### src/rtl/input_line_buffer_ctrl_if.sv
// Handshake and datapath-control bundle for input_line_buffer_ctrl.
// stall_cycles is present only when ILB_CTRL_STALL_CNT_EN is defined.
interface input_line_buffer_ctrl_if;
    logic       start;
    logic [7:0] img_size;
    logic       in_valid;
    logic       in_ready;
    logic       out_ready;
    logic       win_valid;
    logic       busy;
    logic       done;
    logic       Wr_window;
    logic       Shift_window;
    logic       Rst_window;
    logic       window_row_n_mux;
    logic       window_row_n_1_mux;
    logic       window_row_n_2_mux;
    logic       ena_linebuff_BRAM;
    logic       wea_linebuff_BRAM;
    logic       enb_linebuff_BRAM;
    logic       en_linebuff_BRAM_counter;
    logic       rst_linebuff_BRAM_counter;
`ifdef ILB_CTRL_STALL_CNT_EN
    logic [15:0] stall_cycles;
`endif

    modport master (
        input  start, img_size, in_valid, out_ready,
        output in_ready, win_valid, busy, done, Wr_window, Shift_window, Rst_window,
               window_row_n_mux, window_row_n_1_mux, window_row_n_2_mux,
               ena_linebuff_BRAM, wea_linebuff_BRAM, enb_linebuff_BRAM,
               en_linebuff_BRAM_counter, rst_linebuff_BRAM_counter
`ifdef ILB_CTRL_STALL_CNT_EN
        , output stall_cycles
`endif
    );

    modport slave (
        output start, img_size, in_valid, out_ready,
        input  in_ready, win_valid, busy, done, Wr_window, Shift_window, Rst_window,
               window_row_n_mux, window_row_n_1_mux, window_row_n_2_mux,
               ena_linebuff_BRAM, wea_linebuff_BRAM, enb_linebuff_BRAM,
               en_linebuff_BRAM_counter, rst_linebuff_BRAM_counter
`ifdef ILB_CTRL_STALL_CNT_EN
        , input stall_cycles
`endif
    );
endinterface

### src/rtl/input_line_buffer_ctrl.sv
// Sequences a zero-padded 3x3 sliding window over an N x N raster stream via a two-row
// line buffer. Optional stall/starvation counter: define ILB_CTRL_STALL_CNT_EN.
module input_line_buffer_ctrl #(
    parameter int unsigned DATA_WIDTH = 16,
    parameter int unsigned MAX_SIZE   = 128
) (
    input logic                      clk,
    input logic                      rst_n,
    input_line_buffer_ctrl_if.master bus_io
);

    localparam logic [7:0] MaxN = 8'(MAX_SIZE);

    // y runs to N+1 in 8 bits, so N must stay below 255.
    if (DATA_WIDTH == 0 || MAX_SIZE < 2 || MAX_SIZE > 254) begin : g_bad_param
    end

    typedef enum logic [2:0] {StIdle, StRowStart, StShift, StDrain, StDone} state_e;

    state_e     state_q, state_d;
    logic [7:0] x_q, x_d, y_q, y_d, n_q, n_d;
    logic       win_valid_q, win_valid_d;
    logic       stall, shift, pad_col, real_px, pad_row;

    assign stall   = win_valid_q && !bus_io.out_ready;
    assign pad_col = (x_q == n_q);
    assign real_px = !pad_col && (y_q < n_q);
    assign pad_row = !pad_col && (y_q == n_q);

    always_comb begin
        state_d = state_q;
        x_d     = x_q;
        y_d     = y_q;
        n_d     = n_q;
        shift   = 1'b0;
        bus_io.in_ready                  = 1'b0;
        bus_io.done                      = 1'b0;
        bus_io.Rst_window                = 1'b0;
        bus_io.rst_linebuff_BRAM_counter = 1'b0;
        bus_io.window_row_n_mux          = 1'b0;
        bus_io.window_row_n_1_mux        = 1'b0;
        bus_io.window_row_n_2_mux        = 1'b0;
        bus_io.ena_linebuff_BRAM         = 1'b0;
        bus_io.wea_linebuff_BRAM         = 1'b0;
        bus_io.enb_linebuff_BRAM         = 1'b0;
        unique case (state_q)
            StIdle: begin
                if (bus_io.start) begin
                    if (bus_io.img_size < 8'd2)      n_d = 8'd2;
                    else if (bus_io.img_size > MaxN) n_d = MaxN;
                    else                             n_d = bus_io.img_size;
                    y_d     = 8'd0;
                    state_d = StRowStart;
                end
            end
            StRowStart: begin
                // Hold off clearing the window until a pending window has been taken.
                if (!stall) begin
                    bus_io.Rst_window                = 1'b1;
                    bus_io.rst_linebuff_BRAM_counter = 1'b1;
                    x_d     = 8'd0;
                    state_d = StShift;
                end
            end
            StShift: begin
                if (real_px) begin
                    bus_io.in_ready = !stall;
                    shift           = bus_io.in_valid && !stall;
                    if (shift) begin
                        bus_io.window_row_n_mux   = 1'b1;
                        bus_io.window_row_n_1_mux = (y_q != 8'd0);
                        bus_io.window_row_n_2_mux = (y_q > 8'd1);
                        bus_io.ena_linebuff_BRAM  = 1'b1;
                        bus_io.wea_linebuff_BRAM  = 1'b1;
                        bus_io.enb_linebuff_BRAM  = 1'b1;
                    end
                end else if (pad_row) begin
                    shift = !stall;
                    if (shift) begin
                        bus_io.window_row_n_1_mux = 1'b1;
                        bus_io.window_row_n_2_mux = 1'b1;
                        bus_io.enb_linebuff_BRAM  = 1'b1;
                    end
                end else begin
                    shift = !stall;
                    if (shift) begin
                        y_d     = y_q + 8'd1;
                        state_d = (y_q < n_q) ? StRowStart : StDrain;
                    end
                end
            end
            StDrain: begin
                if (!win_valid_q || bus_io.out_ready) state_d = StDone;
            end
            StDone: begin
                bus_io.done = 1'b1;
                state_d     = StIdle;
            end
            default: state_d = StIdle;
        endcase

        bus_io.Shift_window             = shift;
        bus_io.Wr_window                = shift;
        bus_io.en_linebuff_BRAM_counter = shift;
        if (shift) x_d = x_q + 8'd1;

        if (shift && (x_q != 8'd0) && (y_q != 8'd0)) win_valid_d = 1'b1;
        else if (bus_io.out_ready)                   win_valid_d = 1'b0;
        else                                         win_valid_d = win_valid_q;
    end

    assign bus_io.busy      = (state_q != StIdle);
    assign bus_io.win_valid = win_valid_q;

    always_ff @(posedge clk or negedge rst_n) begin
        if (!rst_n) begin
            state_q     <= StIdle;
            x_q         <= 8'd0;
            y_q         <= 8'd0;
            n_q         <= 8'd0;
            win_valid_q <= 1'b0;
        end else begin
            state_q     <= state_d;
            x_q         <= x_d;
            y_q         <= y_d;
            n_q         <= n_d;
            win_valid_q <= win_valid_d;
        end
    end

`ifdef ILB_CTRL_STALL_CNT_EN
    logic [15:0] stall_cnt_q, stall_cnt_d;
    logic        starved;

    assign starved = (state_q == StShift) && real_px && !bus_io.in_valid;

    always_comb begin
        stall_cnt_d = stall_cnt_q;
        if (state_q == StIdle && bus_io.start) begin
            stall_cnt_d = 16'd0;
        end else if (((state_q != StIdle) && stall || starved) && stall_cnt_q != 16'hFFFF) begin
            stall_cnt_d = stall_cnt_q + 16'd1;
        end
    end

    always_ff @(posedge clk or negedge rst_n) begin
        if (!rst_n) stall_cnt_q <= 16'd0;
        else        stall_cnt_q <= stall_cnt_d;
    end

    assign bus_io.stall_cycles = stall_cnt_q;
`endif

endmodule

### src/flat_wrapper.sv
// flat-port wrapper written by rule: the top's interface ports become plain ports
module input_line_buffer_ctrl_flat 
#(
    parameter int unsigned DATA_WIDTH = 16,
    parameter int unsigned MAX_SIZE   = 128
)
  (clk, rst_n, bus_io_start, bus_io_img_size, bus_io_in_valid, bus_io_out_ready, bus_io_in_ready, bus_io_win_valid, bus_io_busy, bus_io_done, bus_io_Wr_window, bus_io_Shift_window, bus_io_Rst_window, bus_io_window_row_n_mux, bus_io_window_row_n_1_mux, bus_io_window_row_n_2_mux, bus_io_ena_linebuff_BRAM, bus_io_wea_linebuff_BRAM, bus_io_enb_linebuff_BRAM, bus_io_en_linebuff_BRAM_counter, bus_io_rst_linebuff_BRAM_counter);
  input_line_buffer_ctrl_if bus_io_i ();
  input logic clk;
  input logic rst_n;
  input wire logic [$bits(bus_io_i.start)-1:0] bus_io_start;
  input wire logic [$bits(bus_io_i.img_size)-1:0] bus_io_img_size;
  input wire logic [$bits(bus_io_i.in_valid)-1:0] bus_io_in_valid;
  input wire logic [$bits(bus_io_i.out_ready)-1:0] bus_io_out_ready;
  output wire logic [$bits(bus_io_i.in_ready)-1:0] bus_io_in_ready;
  output wire logic [$bits(bus_io_i.win_valid)-1:0] bus_io_win_valid;
  output wire logic [$bits(bus_io_i.busy)-1:0] bus_io_busy;
  output wire logic [$bits(bus_io_i.done)-1:0] bus_io_done;
  output wire logic [$bits(bus_io_i.Wr_window)-1:0] bus_io_Wr_window;
  output wire logic [$bits(bus_io_i.Shift_window)-1:0] bus_io_Shift_window;
  output wire logic [$bits(bus_io_i.Rst_window)-1:0] bus_io_Rst_window;
  output wire logic [$bits(bus_io_i.window_row_n_mux)-1:0] bus_io_window_row_n_mux;
  output wire logic [$bits(bus_io_i.window_row_n_1_mux)-1:0] bus_io_window_row_n_1_mux;
  output wire logic [$bits(bus_io_i.window_row_n_2_mux)-1:0] bus_io_window_row_n_2_mux;
  output wire logic [$bits(bus_io_i.ena_linebuff_BRAM)-1:0] bus_io_ena_linebuff_BRAM;
  output wire logic [$bits(bus_io_i.wea_linebuff_BRAM)-1:0] bus_io_wea_linebuff_BRAM;
  output wire logic [$bits(bus_io_i.enb_linebuff_BRAM)-1:0] bus_io_enb_linebuff_BRAM;
  output wire logic [$bits(bus_io_i.en_linebuff_BRAM_counter)-1:0] bus_io_en_linebuff_BRAM_counter;
  output wire logic [$bits(bus_io_i.rst_linebuff_BRAM_counter)-1:0] bus_io_rst_linebuff_BRAM_counter;
  assign bus_io_i.start = bus_io_start;
  assign bus_io_i.img_size = bus_io_img_size;
  assign bus_io_i.in_valid = bus_io_in_valid;
  assign bus_io_i.out_ready = bus_io_out_ready;
  assign bus_io_in_ready = bus_io_i.in_ready;
  assign bus_io_win_valid = bus_io_i.win_valid;
  assign bus_io_busy = bus_io_i.busy;
  assign bus_io_done = bus_io_i.done;
  assign bus_io_Wr_window = bus_io_i.Wr_window;
  assign bus_io_Shift_window = bus_io_i.Shift_window;
  assign bus_io_Rst_window = bus_io_i.Rst_window;
  assign bus_io_window_row_n_mux = bus_io_i.window_row_n_mux;
  assign bus_io_window_row_n_1_mux = bus_io_i.window_row_n_1_mux;
  assign bus_io_window_row_n_2_mux = bus_io_i.window_row_n_2_mux;
  assign bus_io_ena_linebuff_BRAM = bus_io_i.ena_linebuff_BRAM;
  assign bus_io_wea_linebuff_BRAM = bus_io_i.wea_linebuff_BRAM;
  assign bus_io_enb_linebuff_BRAM = bus_io_i.enb_linebuff_BRAM;
  assign bus_io_en_linebuff_BRAM_counter = bus_io_i.en_linebuff_BRAM_counter;
  assign bus_io_rst_linebuff_BRAM_counter = bus_io_i.rst_linebuff_BRAM_counter;
  input_line_buffer_ctrl #(.DATA_WIDTH(DATA_WIDTH), .MAX_SIZE(MAX_SIZE)) u_core (.clk(clk), .rst_n(rst_n), .bus_io(bus_io_i));
endmodule
### config.mk
export PLATFORM = sky130hd
export DESIGN_NAME = input_line_buffer_ctrl_flat
export DESIGN_NICKNAME = d
export VERILOG_FILES = /design/src/rtl/input_line_buffer_ctrl_if.sv /design/src/rtl/input_line_buffer_ctrl.sv /design/src/flat_wrapper.sv
export SDC_FILE = /design/constraint.sdc
export NUM_CORES = 1
export LEC_CHECK = 0
export BUFFER_PORTS_ARGS = -buffer_cell sky130_fd_sc_hd__buf_2
export CORE_MARGIN = 10
export CORE_UTILIZATION = 61
export DETAILED_ROUTE_END_ITERATION = 6
export HOLD_SLACK_MARGIN = 0.05
export PLACE_DENSITY = 0.84
export SYNTH_ARGS = -nofsm -noshare
export SYNTH_HDL_FRONTEND = slang
export SYNTH_SLANG_ARGS = --single-unit
export TNS_END_PERCENT = 100
### constraint.sdc
create_clock -name clk -period 3.95 [get_ports clk]
set_clock_uncertainty 0.15 [all_clocks]
set_input_delay 0.1975 -clock clk [delete_from_list [all_inputs] [get_ports clk]]
set_output_delay 0.1975 -clock clk [all_outputs]
set_load 0.005 [all_outputs]
# After elaboration in Yosys (flattened, before gate mapping)
# Cells that the tools add are included.
[op_classes]
magnitude_cmp = 4
n_eq_ne = 13
reduce_logical = 22
mux = 39
addsub = 2
[ops]
columns = ["cell", "n"]
rows = [
  ["8-bit 2-to-1 mux", 9],
  ["1-bit 2-to-1 mux", 21],
  ["3-bit 2-to-1 mux", 6],
  ["8-bit by 1-bit adder with 8-bit output (second input constant)", 2],
  ["8-bit == test", 2],
  ["8-bit case mux with 2 select lines", 1],
  ["8-bit nonzero test", 2],
  ["2-bit != test (second input constant)", 6],
  ["3-bit case mux with 4 select lines", 1],
  ["8-bit by 1-bit > comparator with 1-bit output (second input constant)", 1],
  ["8-bit > comparator (second input constant)", 1],
  ["8-bit by 2-bit < comparator with 1-bit output (second input constant)", 1],
  ["8-bit < comparator", 1],
  ["3-bit by 2-bit == test with 1-bit output (second input constant)", 2],
  ["1-bit logical AND", 6],
  ["6-bit AND reduction", 1],
  ["2-bit nonzero test", 3],
  ["5-bit AND reduction", 1],
  ["1-bit zero test", 4],
  ["2-bit AND reduction", 2],
  ["3-bit by 1-bit == test with 1-bit output (second input constant)", 1],
  ["3-bit == test (second input constant)", 1],
  ["3-bit zero test", 1],
  ["3-bit nonzero test", 1],
  ["other kinds (3)", 3],
]
[word_totals]
output_inout_bits = 15
wordCells = 85
ff_bits = 28

# Longest topological paths before layout
# Gate-level depths: netlist of run 1.
[logic_depth]
ltp_word = 9
depth_mapped = 9
ltp_nobuf = 8

# Worst setup path before layout of run 1
# No wires, ideal clock.
[synth_path]
path_type = "register -> output"
start = "reg u_core.y_q[1]"
end = "out bus_io_window_row_n_1_mux"
slack_ps = 1606
required_ps = 3602
stages_incl_launch_ff = 8
t_arrival_ps = 1997
path_buffers = 0
path_cell_list = "dfrtp_1 -> ha_1 -> nor2b_1 -> o211ai_2 -> a21oi_1 -> or3_1 -> a2111oi_4 -> o21a_1"
[synth_via]
elab_chain_cells = 5
[synth_lines]
columns = ["element", "line_no", "text"]
rows = [
  ["start: declaration", "input_line_buffer_ctrl.sv:21", "logic [7:0] x_q, x_d, y_q, y_d, n_q, n_d;"],
  ["start signal: assignment", "input_line_buffer_ctrl.sv:125", "y_q <= y_d;"],
  ["parallel branches: the longest is 3 deep, another holds 8-bit < comparator", "--", ""],
  ["1-bit 2-to-1 mux *", "input_line_buffer_ctrl.sv:66", "if (real_px) begin"],
  ["1-bit 2-to-1 mux *", "input_line_buffer_ctrl.sv:46", "unique case (state_q)"],
  ["end: declaration", "flat_wrapper.sv:23", "output wire logic [$bits(bus_io_i.window_row_n_1_mux)-1:0] bus_io_window_row_n_1_mux;"],
]
# Every way passes the cells marked *.

# Worst setup path in the final report of run 1
[layout_path]
start = "reg u_core.n_q[5]"
end = "out bus_io_window_row_n_1_mux"
[layout_via]
elab_chain_cells = 6
[layout_lines]
columns = ["element", "line_no", "text"]
rows = [
  ["start: declaration", "input_line_buffer_ctrl.sv:21", ""],
  ["start signal: assignment", "input_line_buffer_ctrl.sv:126", "n_q <= n_d;"],
  ["parallel branches: the longest is 4 deep, another holds 8-bit < comparator", "--", ""],
  ["1-bit 2-to-1 mux *", "input_line_buffer_ctrl.sv:66", ""],
  ["1-bit 2-to-1 mux *", "input_line_buffer_ctrl.sv:46", ""],
]
# Marks and branches as above.

==> flow_summary.ini, run 1 <==
[status]
outcome = finished, final reports clean

[layout]
layout_common_cells = dfrtp_1 (28), buf_2 (27), nand2_1 (24)
final_common_cell = dfrtp_1
diodes = 0
syn_to_final_growth_pct = 13.5
drive_above_1_share_pct = 17.6
num-fill-cells = 239
layout.nets = 272
final-seq-area_um2 = 701
multi_input_area_um2 = 1120

[cts]
cts_tree = done
cts.path.max_buffers = 2
cts.sinks = 28
cts_made_buffers = 3
root_buffer = clkbuf_4
htree_num_levels = 1
post_cts_buffers = 0
path_clk_slew_ns = 0.16
clk_latency_ns = 0.36

[timing]
post-route-min-period_ns = 3.01
slew_viol_final = 0
fin_ws_ns = 0.944
fin_crit_sh_pct = 76.1
finalSetupViolations = 0
rsz0062_at_grt = no
fin_tns_setup_ns = 0
worstMarginPinSlew_ns = 0.629
holdWs_ns = 0.0613
max_freq_mhz = 333
slew_headroom_pct = 58.1
hold_viol_final = 0

[yosys]
synth_cells = 215
ys_types = 46
synth_top_area_share_pct = 35.8
syn_avg_cell_area_um2 = 9.11
yosys_warnings = 0
async_reset_ff_share_pct = 100
synth_edf_count = 0
syn-num-nets = 241
synthFlopType = dfrtp_1
ys_ff_latch = 28
yosys.area.top_type = dfrtp_1
synth_area_leaders = dfrtp_1 (36%), ha_1 (8.3%), o21ai_0 (4.9%)
netlist_area_um2 = 1960
synth-seq-area-share_pct = 35.8

[worst_hold_path]
hp-class = in2reg

[global_routing]
grt_overflow = 0
antenna_found_initial = 0
grt_pass1_vias = 1739
grt_use_total_pct = 16.0
grt_max_degree = 29
grt_pass1_wl_um = 8010

[drt]
via_count = 1687
antenna_left = 0
drtIter0Drc = 189
drc_errors = 0
wl_per_cell_um = 16.1
routed_wl_um = 4660
dr.pass1.iters = 5
viasPerCell = 5.84

[power_and_ir_drop]
p_sw_mw = 0.674
p_clk_share_pct = 13.6
power_frac_seq_pct = 31.9
combPwrFrac_pct = 54.5
ir_worst_vdd_mv = 0.271
swShare_pct = 46.1
p_leak_nw = 1.05
p_total_mw = 1.46
internal-power_mw = 0.790
p_per_area_nw_per_um2 = 658

[floorplanning]
die_area_um2 = 5880
start_util_pct = 64.2
core_area_um2 = 3050
pin_count = 28
die_height_um = 76.7
rows = 20
die_x_um = 76.7

[setup_path]
endpoint_kind = output pin
cp_max_fo = 4
required_ns = 3.60
worstSetupStartpointType = flip-flop
arrival_ns = 2.66
path_class = reg2out

[placement]
pre_cts_slack_ns = 1.39
dp_hpwl_um = 3340
place_congestion = 0.907
io_buffer_count = 27

[job]
drv_cap = 0
[cell families after synthesis]
logic type                 synth area share (%)
and+or+nand+nor                            24.5
AOI/OAI and AO/OA                          17.8
DFF                                        35.8
buffers and inverters                      7.09
adders and majority gates                  8.30
xor gates and xnor gates                   3.58
muxes                                      3.07
[registers in the layout, summed over array words and instances, names as in the netlist]
register                 count
u_core.bus_io.win_valid      1
u_core.n_q                   8
u_core.y_q                   8
u_core.x_q                   8
u_core.state_q               3
[synth_stat cells, types with 2 or more instances]
master,instances
a21oi_1,9
nor3_1,6
buf_6,2
and2_1,2
or4_1,2
or3_1,8
buf_2,3
nand2b_1,2
o21a_1,2
dfrtp_1,28
a21o_1,3
and3_1,4
nand3_1,9
inv_1,16
buf_4,5
nand2_1,24
mux2i_1,6
a2111oi_4,2
nor2_1,6
xnor2_1,8
o21ai_0,19
nand4_1,13
ha_1,13
[power groups by stage]
stage          registers [mW]  logic, mW  clock network [mW]
3_3_place_gp            0.467      0.754                   0
2_1_floorplan           0.434      0.643                   0
4_1_cts                 0.465      0.796               0.201
5_1_grt                 0.483      0.884               0.210
3_5_place_dp            0.471      0.771                   0
6_report                0.467      0.798               0.199
[per-stage QoR]
| stage | area (µm²) | cells | util, % |
|---|---|---|---|
| floorplan | 1960 | 215 | - |
| global placement | 2070 | 275 | 67.8 |
| detailed placement | 2070 | 275 | 67.8 |
| CTS | 2220 | 289 | 72.8 |
| global route | 2220 | 289 | 72.8 |
| finish | 2220 | 289 | 72.8 |
[worst max-delay path, cell delays in order, from the launching register on]
cell       delay (ns)
dfrtp_1          0.42
inv_1            0.08
ha_1             0.33
a211oi_2         0.25
o21bai_1         0.17
or3_1            0.42
a2111oi_4        0.35
o21a_1           0.17
buf_2            0.11
[layer usage]
layer / GRT usage [%] / routed length, µm
met5: 0 / 0
met4: 7.43 / 114
met3: 3.38 / 294
met2: 25.5 / 2160
met1: 19.9 / 2090
[layout make-up]
type	instances	area share (%)
Multi-Input combinational cell	160	50.4
Inverter	16	2.70
Tap cell	44	2.48
Clock buffer	3	1.01
Sequential cell	28	31.5
Clock inverter	1	1.35
Timing Repair Buffer	37	10.6
[path summary, 6_finish.rpt]
check	start	endpoint	slack, ns	depth (start not counted)
worst max-delay path	u_core.n_q[5]	bus_io_window_row_n_1_mux	0.94	8
worst min-delay path	bus_io_start	u_core.n_q[0]	0.06	3
worst max register to register	u_core.n_q[5]	u_core.y_q[0]	1.42	8
worst min register to register	u_core.x_q[4]	u_core.x_q[4]	0.41	1
max in group asynchronous	rst_n	u_core.y_q[2]	3.02	2
min in group asynchronous	rst_n	u_core.x_q[0]	0.22	2
[timing repair]
action | in CTS | in global routing
endpoints found under the setup margin | 0 | 0
endpoints found under the hold margin | 38 | 0
hold buffers | 10 | 0
resized for setup | 0 | 0
No activity file was read; power rests on OpenSTA's default activity.
==> run 2: changes to the inputs <==
--- a/config.mk
+++ b/config.mk
@@ -5,12 +5,13 @@
 export SDC_FILE = /design/constraint.sdc
 export NUM_CORES = 1
 export LEC_CHECK = 0
+export ABC_AREA = 1
 export BUFFER_PORTS_ARGS = -buffer_cell sky130_fd_sc_hd__buf_2
 export CORE_MARGIN = 10
-export CORE_UTILIZATION = 61
+export CORE_UTILIZATION = 58
 export DETAILED_ROUTE_END_ITERATION = 6
 export HOLD_SLACK_MARGIN = 0.05
-export PLACE_DENSITY = 0.84
+export PLACE_DENSITY = 0.8
 export SYNTH_ARGS = -nofsm -noshare
 export SYNTH_HDL_FRONTEND = slang
 export SYNTH_SLANG_ARGS = --single-unit
==> constraint.sdc (replaced) <==
create_clock -name clk -period 2.95 [get_ports clk]
set_clock_uncertainty 0.15 [all_clocks]
set_input_delay 0.1475 -clock clk [delete_from_list [all_inputs] [get_ports clk]]
set_output_delay 0.1475 -clock clk [all_outputs]
set_load 0.005 [all_outputs]
==> flow_summary.ini, run 2 <==
[status]
outcome = finished, final reports clean

[setup_path]
cp_max_fo = 5
cpMostUsedCell = a21oi_1
path_class = reg2out
crit_path_top_delay_cell = dfrtp_1
endpoint_kind = output pin
critPathBufInv = 3
slowest_delay_ns = 0.38
crit_chain = inv_1 > ha_1 > a21oi_1 > nand2_1 > a21oi_1 > nand2_4 > inv_2 > nand2_4 > nand3_1 > a21oi_1 > buf_2
required_ns = 2.65
arrival_ns = 2.25
critPathTopFamily = compound AO/OA/AOI/OAI gates
worstSetupStartpointType = flip-flop

[timing]
fin_crit_sh_pct = 86.4
hold_viol_final = 0
finalSetupViolations = 0
rsz0062_at_grt = no
post-route-min-period_ns = 2.55
fin_tns_setup_ns = 0
slew_viol_final = 0
holdWs_ns = 0.0959
slew_headroom_pct = 58.1
fin_ws_ns = 0.402
worstMarginPinSlew_ns = 0.628
max_freq_mhz = 393

[yosys]
synthFlopType = dfrtp_1
synth-seq-area-share_pct = 32.9
yosysMostFrequentCell = nand2_1
netlist_area_um2 = 2130
ys_ff_latch = 28
yosys_warnings = 0
synth_edf_count = 0
async_reset_ff_share_pct = 100
syn_avg_cell_area_um2 = 7.39
synth_area_leaders = dfrtp_1 (33%), nand2_1 (15%), ha_1 (7.6%)
synth_top_family_by_area = simple AND/OR/NAND/NOR gates
synth_common_cells = nand2_1 (85), inv_1 (37), dfrtp_1 (28), nand3_1 (23), nor2_1 (21)
yosys.area_share.simple_pct = 38.3
synth_cells = 288
ys_types = 33
synth_mux_area_share_pct = 0
synth_top_area_share_pct = 32.9
synth-compound-area-share_pct = 4.88
syn-num-nets = 314
yosys.area.top_type = dfrtp_1
synthXorXnorAreaFrac_pct = 4.94
synth_fa_ha_area_share_pct = 7.65

[global_routing]
grt_max_degree = 29
grt_pass1_vias = 1812
antenna_found_initial = 0
grt_overflow = 0
grt_pass1_wl_um = 8310
grt_use_total_pct = 15.4

[cts]
root_buffer = clkbuf_8
ctsResizeCount = 0
cts.sinks = 28
htree_num_levels = 1
cts_tree = done
cts.path.max_buffers = 2
path_clk_slew_ns = 0.10
clk_latency_ns = 0.28
cts_made_buffers = 3

[floorplanning]
die_height_um = 80.6
die_x_um = 80.6
rows = 21
start_util_pct = 61.8
core_area_um2 = 3440
pin_count = 28
die_area_um2 = 6490

[drt]
dr.pass1.iters = 4
viasPerCell = 5.31
wl_per_cell_um = 13.0
antenna_left = 0
drc_errors = 0
routed_wl_um = 4740
via_count = 1938
drtIter0Drc = 131

[layout]
final_cells = 365
final_common_cell = nand2_1
utilization_pct = 69.7
top_regs = u_core.n_q x8, u_core.x_q x8, u_core.y_q x8
stdcell_area_um2 = 2400
diodes = 0
drive_above_1_share_pct = 16.6
layout.nets = 346
layout_common_cells = nand2_1 (85), inv_1 (37), dfrtp_1 (28)
syn_to_final_growth_pct = 12.8

[placement]
dp.cells = 352
io_buffer_count = 27
place_congestion = 0.839
pre_cts_slack_ns = 0.763
post_dp_cell_area_um2 = 2250
dp_hpwl_um = 3650

[worst_hold_path]
hp-class = in2reg

[power_and_ir_drop]
p_leak_nw = 1.32
p_total_mw = 1.72
p_per_area_nw_per_um2 = 715
ir_worst_vdd_mv = 0.368

[job]
drv_cap = 0
==> run 2: timing repair <==
item	in CTS	in global routing
hold buffers	9	0
hold endpoints to repair	35	0
setup buffers	0	0
==> run 2: path summary, 6_finish.rpt <==
path,startpoint,endpoint,slack [ns],cells past startpoint
worst max-delay path,u_core.n_q[7],bus_io_window_row_n_1_mux,0.40,11
worst min-delay path,bus_io_out_ready,u_core.bus_io.win_valid,0.1,4
worst max register to register,u_core.n_q[7],u_core.bus_io.win_valid,0.74,12
worst min register to register,u_core.y_q[7],u_core.y_q[7],0.42,2
max in group asynchronous,rst_n,u_core.state_q[2],1.98,2
min in group asynchronous,rst_n,u_core.n_q[0],0.26,2
==> run 2: layout make-up <==
| type | instances | area, µm² |
|---|---|---|
| inverter | 41 | 159 |
| fill | 290 | 1040 |
| timing repair buffer | 38 | 240 |
| multi-input combinational | 208 | 1190 |
| tap | 46 | 57.6 |
| sequential | 28 | 701 |
| clock buffer | 4 | 55.1 |
==> run 2: logic make-up after synthesis <==
family / after synthesis
compound gates: 17
fa+ha+maj: 13
buf+inv: 52
flops: 28
xor+xnor: 12
simple gates: 166
==> run 2: layer usage <==
layer  wire length [µm]  track usage, %  up-vias
met4                 29            2.11        0
met5                  0               0        -
li1                   -               -      981
met2               2210            25.9       50
met1               2180            20.1      903
met3                320            3.34        4
==> run 2: worst register-to-register path, cell delays in order, from the launching register on <==
cell	delay, ns
dfrtp_1	0.38
inv_1	0.09
ha_1	0.33
a21oi_1	0.19
nand2_1	0.08
a21oi_1	0.33
nand2_4	0.11
inv_2	0.10
nand2_4	0.07
nand2_8	0.10
inv_6	0.06
nand2_1	0.07
nand2_1	0.05
==> run 2: power by group <==
group          leakage [nW]  total, mW  switching, mW  internal (mW)
clock network        0.0288      0.242          0.122          0.120
logic                 0.910      0.930          0.601          0.330
registers             0.377      0.544         0.0797          0.464
total                  1.32       1.72          0.803          0.913
==> run 3: changes to the inputs <==
--- a/config.mk
+++ b/config.mk
@@ -9,6 +9,7 @@
 export BUFFER_PORTS_ARGS = -buffer_cell sky130_fd_sc_hd__buf_2
 export CORE_MARGIN = 10
 export CORE_UTILIZATION = 58
+export CTS_BUF_LIST = sky130_fd_sc_hd__clkbuf_16
 export DETAILED_ROUTE_END_ITERATION = 6
 export HOLD_SLACK_MARGIN = 0.05
 export PLACE_DENSITY = 0.8
==> flow_summary.ini, run 3 (synthesized netlist as in run 2, its figures left out) <==
[placement]
pre_cts_slack_ns = 0.763
place_congestion = 0.839
io_buffer_count = 27
dp_hpwl_um = 3650

[cts]
holdBufCountCts = 8
ctsResizeCount = 0
cts_made_buffers = 3
post_cts_buffers = 0
clk_latency_ns = 0.26
cts.path.max_buffers = 2
cts_tree = done
cts.sinks = 28
path_clk_slew_ns = 0.07
htree_num_levels = 1
root_buffer = clkbuf_16

[floorplanning]
die_area_um2 = 6490
die_x_um = 80.6
pin_count = 28
die_height_um = 80.6
start_util_pct = 61.8
core_area_um2 = 3440
rows = 21

[worst_hold_path]
hold_end = u_core.n_q[1]
hp-start = bus_io_img_size[7]
hp-class = in2reg
holdPathStages = 4

[layout]
layout_common_cells = nand2_1 (85), inv_1 (37), dfrtp_1 (28)
drive_above_1_share_pct = 16.4
top_regs = u_core.n_q x8, u_core.x_q x8, u_core.y_q x8
layout.nets = 345
final_common_cell = nand2_1
diodes = 0
syn_to_final_growth_pct = 13.4

[drt]
viasPerCell = 5.32
drtIter0Drc = 131
dr.pass1.iters = 4
wl_per_cell_um = 13.4
antenna_left = 0
routed_wl_um = 4860
via_count = 1938
drc_errors = 0

[global_routing]
grt_pass1_vias = 1864
grt_max_degree = 29
grt_use_total_pct = 15.6
grt_pass1_wl_um = 8420
grt_overflow = 0
antenna_found_initial = 0

[timing]
worstMarginPinSlew_ns = 0.636
fin_crit_sh_pct = 86.2
slew_viol_final = 0
fin_ws_ns = 0.408
finalSetupViolations = 0
slew_headroom_pct = 57.6
fin_tns_setup_ns = 0
max_freq_mhz = 393
hold_viol_final = 0
post-route-min-period_ns = 2.54
rsz0062_at_grt = no

[setup_path]
r2r-end = u_core.bus_io.win_valid
path_class = reg2out
cp_max_fo = 5
arrival_ns = 2.24
r2r_cells = 12
required_ns = 2.65
r2r_start = u_core.n_q[7]
endpoint_kind = output pin
worstSetupStartpointType = flip-flop
r2r_slack_ns = 0.73

[power_and_ir_drop]
p_leak_nw = 1.32
ir_worst_vdd_mv = 0.391
p_per_area_nw_per_um2 = 745

[job]
drv_cap = 0

[status]
outcome = finished, final reports clean
-- run 3: area by class of cell --
type / count / area, µm²
Clock buffer: 3 / 75.1
Inverter: 41 / 159
Timing Repair Buffer: 37 / 230
Fill cell: 291 / 1030
Sequential cell: 28 / 701
Clock inverter: 1 / 3.75
Tap cell: 46 / 57.6
Multi-Input combinational cell: 208 / 1190
-- run 3: worst max-delay path by stage --
| stage | start | to | slack [ns] | depth (start not counted) |
|---|---|---|---|---|
| after floorplan | u_core.y_q[7] | bus_io_wea_linebuff_BRAM | 0.92 | 7 |
| after global routing | u_core.y_q[3] | bus_io_window_row_n_1_mux | 0.28 | 12 |
| after detailed placement | u_core.n_q[7] | bus_io_window_row_n_1_mux | 0.76 | 11 |
| after global placement | u_core.n_q[7] | bus_io_Wr_window | 0.75 | 11 |
| final | u_core.n_q[7] | bus_io_window_row_n_1_mux | 0.41 | 11 |
| after CTS | u_core.n_q[7] | bus_io_window_row_n_1_mux | 0.44 | 11 |
-- run 3: power by group --
| group | leakage, nW | total [mW] | internal (mW) | switching (mW) |
|---|---|---|---|---|
| Clock | 0.0385 | 0.313 | 0.182 | 0.131 |
| Sequential | 0.377 | 0.545 | 0.465 | 0.0803 |
| Combinational | 0.906 | 0.940 | 0.330 | 0.610 |
-- run 3: per-stage QoR --
stage                     cell area [µm²]  hold WS (ns)  instances  util, %  total power [mW]
after floorplan                      2130        -0.298        288        -              1.25
after global placement               2250        0.0553        352     65.5              1.45
after detailed placement             2250        0.0526        352     65.5              1.47
after CTS                            2410        0.0654        364     70.1              1.80
after global routing                 2410         0.149        364     70.1              1.95
final                                2410         0.107        364     70.1              1.80
-- run 3: critical path: stages, from the launching register on --
cell and delay, ns:
dfrtp_1 0.39, inv_1 0.12, ha_1 0.27, a21oi_1 0.19
nand2_1 0.09, a21oi_1 0.33, nand2_4 0.11, inv_2 0.10
nand2_4 0.08, nand3_1 0.11, a21oi_1 0.05, buf_2 0.14
-- run 3: per-layer routing --
layer	vias to the layer above	track usage [%]	wire [µm]
met5	-	0	0
met4	0	2.46	38
met3	4	3.56	317
met2	45	26.9	2320
met1	906	19.5	2190
li1	983	-	-
